<file path="src/rtl/fifo_pkg.sv">
// Shared sizing constants and operation encoding for the 16x4 FIFO controller.
package fifo_pkg;

  localparam int FIFO_DATA_W = 4;
  localparam int FIFO_ADDR_W = 4;
  localparam int FIFO_DEPTH  = 16;
  localparam int FIFO_CNT_W  = FIFO_ADDR_W + 1;

  // Accepted operation in a cycle, encoded as {write, read}
  typedef enum logic [1:0] {
    OP_NONE = 2'b00,
    OP_RD   = 2'b01,
    OP_WR   = 2'b10,
    OP_RW   = 2'b11
  } op_e;

endpackage

</file>
<file path="src/rtl/fifo_ctrl_16x4.sv">
// FIFO controller for an external synchronous-read memory_16x4: pointers, occupancy,
// registered status/error flags and a two-cycle registered read return path.
module fifo_ctrl_16x4
  import fifo_pkg::*;
#(
  parameter int DATA_WIDTH = FIFO_DATA_W,
  parameter int ADDR_WIDTH = FIFO_ADDR_W,
  parameter int DEPTH      = FIFO_DEPTH
) (
  input  logic                  clk,
  input  logic                  rst,
  input  logic                  wr_req,
  input  logic [DATA_WIDTH-1:0] wr_data,
  input  logic                  rd_req,
  output logic [DATA_WIDTH-1:0] rd_data,
  output logic                  rd_valid,
  output logic                  full,
  output logic                  empty,
  output logic [ADDR_WIDTH:0]   count,
  output logic                  overflow,
  output logic                  underflow,
  output logic                  mem_wr_en,
  output logic [ADDR_WIDTH-1:0] mem_wr_addr,
  output logic [DATA_WIDTH-1:0] mem_wr_data,
  output logic                  mem_rd_en,
  output logic [ADDR_WIDTH-1:0] mem_rd_addr,
  input  logic [DATA_WIDTH-1:0] mem_rd_data
);

  localparam int CNT_W = ADDR_WIDTH + 1;

  logic [CNT_W-1:0] wr_ptr, rd_ptr, count_nxt;
  logic             wr_acc, rd_acc;
  op_e              op;
  // [0]: memory read issued last cycle, [1]: rd_data freshly loaded
  logic [1:0]       vld_pipe;

  assign wr_acc      = wr_req & ~full;
  assign rd_acc      = rd_req & ~empty;
  assign op          = op_e'({wr_acc, rd_acc});

  assign mem_wr_en   = wr_acc;
  assign mem_wr_addr = wr_ptr[ADDR_WIDTH-1:0];
  assign mem_wr_data = wr_data;
  assign mem_rd_en   = rd_acc;
  assign mem_rd_addr = rd_ptr[ADDR_WIDTH-1:0];
  assign rd_valid    = vld_pipe[1];

  always_comb begin
    count_nxt = count;
    unique case (op)
      OP_WR:   count_nxt = count + 1'b1;
      OP_RD:   count_nxt = count - 1'b1;
      default: count_nxt = count;
    endcase
  end

  // Flags are registered from the next count so they line up with count itself
  always_ff @(posedge clk or posedge rst) begin
    if (rst) begin
      wr_ptr    <= '0;
      rd_ptr    <= '0;
      count     <= '0;
      full      <= 1'b0;
      empty     <= 1'b1;
      overflow  <= 1'b0;
      underflow <= 1'b0;
      vld_pipe  <= '0;
      rd_data   <= '0;
    end else begin
      if (wr_acc) wr_ptr <= wr_ptr + 1'b1;
      if (rd_acc) rd_ptr <= rd_ptr + 1'b1;
      count     <= count_nxt;
      full      <= (count_nxt == CNT_W'(DEPTH));
      empty     <= (count_nxt == '0);
      overflow  <= overflow  | (wr_req & full);
      underflow <= underflow | (rd_req & empty);
      vld_pipe  <= {vld_pipe[0], rd_acc};
      if (vld_pipe[0]) rd_data <= mem_rd_data;
    end
  end

endmodule

</file>
<file path="config.mk">
export PLATFORM = sky130hd
export DESIGN_NAME = fifo_ctrl_16x4
export DESIGN_NICKNAME = d
export VERILOG_FILES = /design/src/rtl/fifo_pkg.sv /design/src/rtl/fifo_ctrl_16x4.sv
export SDC_FILE = /design/constraint.sdc
export NUM_CORES = 1
export LEC_CHECK = 0
export CORE_MARGIN = 4
export CORE_UTILIZATION = 47
export CTS_CLUSTER_DIAMETER = 60
export DETAILED_ROUTE_END_ITERATION = 8
export GPL_TIMING_DRIVEN = 0
export PLACE_DENSITY = 0.92
export SETUP_SLACK_MARGIN = 0.4
export SLEW_MARGIN = 20
export SYNTH_ARGS = -nofsm -noshare
export SYNTH_HDL_FRONTEND = slang
export SYNTH_SLANG_ARGS = --single-unit
</file>
<file path="constraint.sdc">
create_clock -name clk -period 4.45 [get_ports clk]
set_clock_uncertainty 0.15 [all_clocks]
set_input_delay 0.89 -clock clk [delete_from_list [all_inputs] [get_ports clk]]
set_output_delay 0.89 -clock clk [all_outputs]
set_load 0.02 [all_outputs]
</file>
==> results.md, run 1 <==
* CP startpoint: rd_req
* IO Count at 40
* Critical path destination: full
* Vias per std cell at 5.48
* Register area share after synthesis at 50.3%
* Initial antenna violation count at 0
* Clock latency at the later pin of the worst-skew pair at 0.31 ns
* Worst reg2reg setup slack at 1.49 ns
* # nets final at 158
* Die width at 57.4 microns
* Critical path class: in -> reg
* Number of flops mapped to enable cells by yosys at 0
* Synth cell types at 40
* Die Footprint at 0.00330 sq mm
* TritonCTS clock tree: done
* Final worst path period share at 78.8%
* Site Rows at 17
* Worst r2r src: empty
* Rel. slew slack at 43.8%
* Final core occ at 68.7%
* Area growth syn-to-layout at 36.2%
* DRT iter0 DRCs at 26
* Worst vdd ir at 0.423 mV
* Placed instance count at 165
* Worst path required time at 4.53 ns
* Final setup violating endpoints at 0
* Routed length per instance at 13.9 microns
* Arr. time, crit path at 3.59 ns
* Unrepaired setup endpoints after global routing: no
* TritonRoute pass-1 iters at 4
* Syn_nets at 118
* Setup TNS at 0 ns
* Post-synth top flop: dfrtp_1
* Synthesized flop and latch total at 23
* Finished Layout Cells at 169
* Type of the most critical hold path: reg -> reg
* Post-Synthesis Cells at 102
* Die height at 57.4 microns
* Root buffer selected by CTS: clkbuf_4
* Number of port buffers at 35
* Dpl hpwl at 1770 microns
* Most frequent cells in the layout: clkdlybuf4s50_1, dfrtp_1, nand2_1, xnor2_1
* Hold Vio Cnt, Final at 0
* Max-cap violations at 0
* Final GP Congestion at 0.841
* Synth warn at 0
* Worst r2r dst: full
* Final Critical Period at 3.51 ns
* DRC at 0
* Routed WL at 2350 microns
* Ant diodes at 0
* Largest net degree at the start of global routing at 24
* Core Area at 0.00228 sq mm
* Setup crit start kind: input pin
* PostCTS Resize Cnt at 0
* Antenna Nets Post-Route at 0
* Post-CTS setup buffers at 0
* Clock Tree Buf Depth at 2
* H-tree levels at 1
* Slew Viols, Final at 0
* Leak at 0.656 nW
* Max Fanout on Critical Path at 10
* Global-route wire length before repair at 4000 microns
* Worst slew pin tran at 0.842 ns
* # hold bufs at CTS at 0
* Achievable clock frequency at 285 MHz
* Status: complete, no violations
* Initial Utilization at 50.4%
* Worst setup EP type: flip-flop
* Commonest non-fill, non-tap cell in the layout: clkdlybuf4s50_1
* Average size of a mapped cell at 11.2 sq um
* Post-Synthesis Cell Area at 0.00115 sq mm
* Register-to-Register Path Depth at 11
* Ys async rst share at 100%
* Vias in the first global route at 908
* Share of cells above drive strength 1 at 16.3%
* Total GRT Usage at 15.3%
* CTS Buf Count at 3
* CTS sink cnt at 23
* GRT overflow at 0
* Worst-path clk slew at 0.13 ns
* Power per Cell Area at 713 mW/mm^2
* Via count at 926
## metrics by stage
| stage | cell area, sq um | power [W] | hold WS (ns) | setup WS, ns |
|---|---|---|---|---|
| after floorplan | 1150 | 0.000766 | 0.292 | 1.28 |
| after global placement | 1530 | 0.00100 | 0.289 | 0.669 |
| after detailed placement | 1530 | 0.00102 | 0.293 | 0.647 |
| after CTS | 1560 | 0.00112 | 0.323 | 0.962 |
| after global routing | 1560 | 0.00119 | 0.338 | 0.790 |
| final | 1560 | 0.00111 | 0.320 | 0.943 |
## where the power goes
part / switching [W] / total [W] / internal (W) / leakage (nW)
clock: 0.0000623 / 0.0000966 / 0.0000343 / 0.0139
sequential: 0.0000850 / 0.000387 / 0.000302 / 0.270
combinational: 0.000318 / 0.000630 / 0.000312 / 0.371
## Yosys cell counts, types with 2 or more instances
| cell type | instances | share of area, % |
|---|---|---|
| dfrtp_1 | 22 | 48 |
| nand2_1 | 11 | 3.6 |
| xnor2_1 | 9 | 6.9 |
| buf_4 | 5 | 3.3 |
| mux2_2 | 5 | 4.9 |
| ha_1 | 4 | 4.4 |
| inv_1 | 4 | 1.3 |
| a21oi_1 | 3 | 1.3 |
| nand4_1 | 3 | 1.6 |
| a21o_1 | 2 | 1.3 |
| and3_1 | 2 | 1.1 |
| clkbuf_1 | 2 | 0.65 |
| nand3_1 | 2 | 0.87 |
| nor3_1 | 2 | 0.87 |
## worst min path at each step
stage	endpoint	slack, ns	startpoint	depth (start not counted)
CTS	overflow	0.32	overflow	1
detailed placement	overflow	0.29	overflow	1
global placement	underflow	0.29	underflow	1
floorplan	vld_pipe[1]	0.29	vld_pipe[0]	0
global route	underflow	0.34	underflow	1
finish	overflow	0.32	overflow	1
## area by class of cell
type,count,area [sq um]
flip-flops and latches,23,577
clock inverters,1,7.51
plain buffers,8,56.3
multi-input cells,65,487
fillers,170,713
inverters,6,27.5
repair buffers,35,350
well taps,28,35.0
clock buffers,3,22.5
## sequential cells by signal, indices dropped and copies added, names as in the netlist
signal and flops:
rd_data 4, underflow 1, empty 1, wr_ptr 4, full 1, count 5
vld_pipe 2, overflow 1, rd_ptr 4
## logic make-up after synthesis
group                      Yosys count  synth area share (%)
xor gates and xnor gates            10                  7.63
AOI/OAI and AO/OA                   15                  9.81
muxes                                5                  4.91
buffers and inverters               14                  7.31
DFF                                 23                  50.3
and+or+nand+nor                     31                  15.7
adders and majority gates            4                  4.36
## per-layer routing
layer  global-route usage, %  routed length (microns)
met1                    20.3                      975
met2                    24.5                     1060
met3                    3.85                      277
met4                    4.97                       30
met5                       0                        0
## worst max-delay path, stage by stage
cell and delay (ns):
clkdlybuf4s50_1 0.48, nand2b_1 0.06, buf_4 0.17, inv_2 0.15, nand2_1 0.11, xnor2_1 0.16, ha_1 0.25, a21oi_1 0.07
or3_4 0.35, a2111o_1 0.41, a31o_1 0.26, nor4b_2 0.22
No activity file was read; power rests on OpenSTA's default activity.
==> run 2, diff against run 1 <==
--- a/config.mk
+++ b/config.mk
@@ -6,11 +6,11 @@
 export NUM_CORES = 1
 export LEC_CHECK = 0
 export CORE_MARGIN = 4
-export CORE_UTILIZATION = 47
+export CORE_UTILIZATION = 44
 export CTS_CLUSTER_DIAMETER = 60
 export DETAILED_ROUTE_END_ITERATION = 8
 export GPL_TIMING_DRIVEN = 0
-export PLACE_DENSITY = 0.92
+export PLACE_DENSITY = 0.87
 export SETUP_SLACK_MARGIN = 0.4
 export SLEW_MARGIN = 20
 export SYNTH_ARGS = -nofsm -noshare
==> constraint.sdc (replaced) <==
create_clock -name clk -period 3.24 [get_ports clk]
set_clock_uncertainty 0.15 [all_clocks]
set_input_delay 0.648 -clock clk [delete_from_list [all_inputs] [get_ports clk]]
set_output_delay 0.648 -clock clk [all_outputs]
set_load 0.02 [all_outputs]
==> results.md, run 2 (same netlist as run 1, synthesis figures left out) <==
* Status: complete, no violations
* Leak at 0.725 nW (+11%)
* Critical path class: reg -> reg
* Die Footprint at 0.00349 sq mm (+5.8%)
* Worst path required time at 3.31 ns (-1.22 ns)
* Vias in the first global route at 937 (+3.2%)
* Hold Vio Cnt, Final at 0 (unchanged)
* Arr. time, crit path at 2.86 ns (-0.73 ns)
* Power per Cell Area at 971 mW/mm^2 (+36%)
* Final Critical Period at 2.79 ns
* Setup slack of the critical path after layout at 0.448 ns (-0.495 ns)
* Placement Setup Slack at -0.261 ns (-0.908 ns)
* Largest net degree at the start of global routing at 24 (unchanged)
* # hold bufs at CTS at 0 (unchanged)
* NetSw at 0.000683 W (+47%)
* Clk pwr share at 7.9% (-0.8 points)
* Clock latency at the later pin of the worst-skew pair at 0.31 ns (about the same)
* Setup TNS at 0 ns (unchanged)
* Achievable clock frequency at 358 MHz
* Die height at 59.1 microns (+2.9%)
* Final worst path period share at 86.2%
* Site Rows at 18 (+1)
* Core Area at 0.00248 sq mm (+8.9%)
* Register-to-Register Path Depth at 11 (unchanged)
* Die width at 59.1 microns (+2.9%)
* Share of cells above drive strength 1 at 25.3% (+9.0 points)
* Slew Viols, Final at 0 (unchanged)
* Worst reg2reg setup slack at 0.45 ns (-1.04 ns)
* Final setup violating endpoints at 0 (unchanged)
* Most frequent cells in the layout: clkdlybuf4s50_1, dfrtp_1, buf_4, nand2_1, xnor2_1
* Initial antenna violation count at 0 (unchanged)
* Combinational share of power at 59.2% (+2.6 points)
* TritonCTS clock tree: done
* Via count at 1000 (+8.0%)
* Unrepaired setup endpoints after global routing: yes
* Max Fanout on Critical Path at 6 (-4)
* Final GP Congestion at 0.799 (-5.0%)
* Final core occ at 68.2% (-0.48 points)
* # nets final at 167 (+5.7%)
* Area growth syn-to-layout at 47.2%
* Max-cap violations at 0 (unchanged)
* CTS Buf Count at 3 (unchanged)
* Internal Pwr Total at 0.000957 W (+48%)
* Clock Tree Buf Depth at 2 (unchanged)
* DP Area at 0.00154 sq mm (+0.65%)
* Antenna Nets Post-Route at 0 (unchanged)
* Vias per std cell at 5.56 (+1.4%)
* Final Cell Area at 0.00169 sq mm (+8.1%)
* Rel. slew slack at 45.3% (+1.4 points)
* Total GRT Usage at 15.4% (+0.065 points)
* Setup crit start kind: flip-flop
* DRC at 0 (unchanged)
* TritonRoute pass-1 iters at 4 (unchanged)
* Filler cells at 168 (-1.2%)
* Initial Utilization at 46.3% (-4.1 points)
* CTS sink cnt at 23 (unchanged)
* Root buffer selected by CTS: clkbuf_4
* H-tree levels at 1 (unchanged)
* GRT overflow at 0 (unchanged)
* Dpl hpwl at 1870 microns (+5.7%)
* Routed WL at 2750 microns (+17%)
* Number of port buffers at 35 (unchanged)
* Global-route wire length before repair at 4130 microns (+3.3%)
* DRT iter0 DRCs at 31 (+19%)
* Ant diodes at 0 (unchanged)
* Top reg by flops: count
* Type of the most critical hold path: reg -> reg
* IO Count at 40 (unchanged)
* Max reg flops at 5 (unchanged)
* Sequential share of power at 33.0% (-1.7 points)
* Worst setup EP type: flip-flop
* Worst-path clk slew at 0.12 ns (about the same)
* Routed length per instance at 15.3 microns (+10%)
* Switching share of total power at 41.6% (-0.15 points)
* Worst slew pin tran at 0.820 ns (-0.0213 ns)
* Commonest non-fill, non-tap cell in the layout: clkdlybuf4s50_1
* Worst vdd ir at 0.551 mV (+30%)
* Hold Path Depth at 1 (unchanged)
## run 2: what timing repair did
action                                  CTS  global route
setup buffers                             4             5
pin swaps                                 6             6
endpoints found under the setup margin    5             2
gates resized for setup                   6             8
gates cloned                              0             0
## run 2: area by class of cell
| class | count | area (sq um) | area share (%) |
|---|---|---|---|
| sequential | 23 | 577 | 34.1 |
| multi-input combinational | 65 | 523 | 31.0 |
| timing repair buffer | 44 | 424 | 25.1 |
| buffer | 8 | 60.1 | 3.56 |
| inverter | 6 | 40.0 | 2.37 |
| tap | 30 | 37.5 | 2.22 |
| clock buffer | 3 | 22.5 | 1.33 |
| clock inverter | 1 | 5.00 | 0.296 |
## run 2: final timing paths
| check | from | end |
|---|---|---|
| min reg2reg | underflow | underflow |
| max | empty | full |
| max reg2reg | empty | full |
| max in group asynchronous | rst | count[1] |
| min in group asynchronous | rst | vld_pipe[1] |
| min | underflow | underflow |
## run 2: metal layers
metal,wire (microns),global-route usage (%)
met1,1040,16.8
met2,1480,30.0
met3,173,1.53
met4,63,5.83
met5,0,0
## run 2: stage by stage
step | hold WS (ns) | std cells | power [W]
6_report | 0.322 | 180 | 0.00164
4_1_cts | 0.325 | 175 | 0.00158
5_1_grt | 0.340 | 180 | 0.00176
3_3_place_gp | 0.288 | 167 | 0.00138
2_1_floorplan | 0.292 | 102 | 0.00106
3_5_place_dp | 0.296 | 167 | 0.00141
## run 2: power groups by stage
stage               registers (W)  clock network [W]  logic (W)
floorplan                0.000670                  0   0.000387
global placement         0.000532                  0   0.000844
detailed placement       0.000541                  0   0.000874
CTS                      0.000536           0.000133   0.000914
global route             0.000565           0.000145    0.00105
finish                   0.000540           0.000129   0.000970
## run 2: worst max-delay path, stage by stage, from the launching register on
cell and delay, ns:
dfstp_2 0.57, nand2b_4 0.13, buf_6 0.12, clkinv_8 0.06, nand2_4 0.07, xnor2_2 0.10
ha_2 0.22, a21oi_1 0.06, or3_4 0.39, a2111o_1 0.38, a31o_1 0.22, nor4b_2 0.23
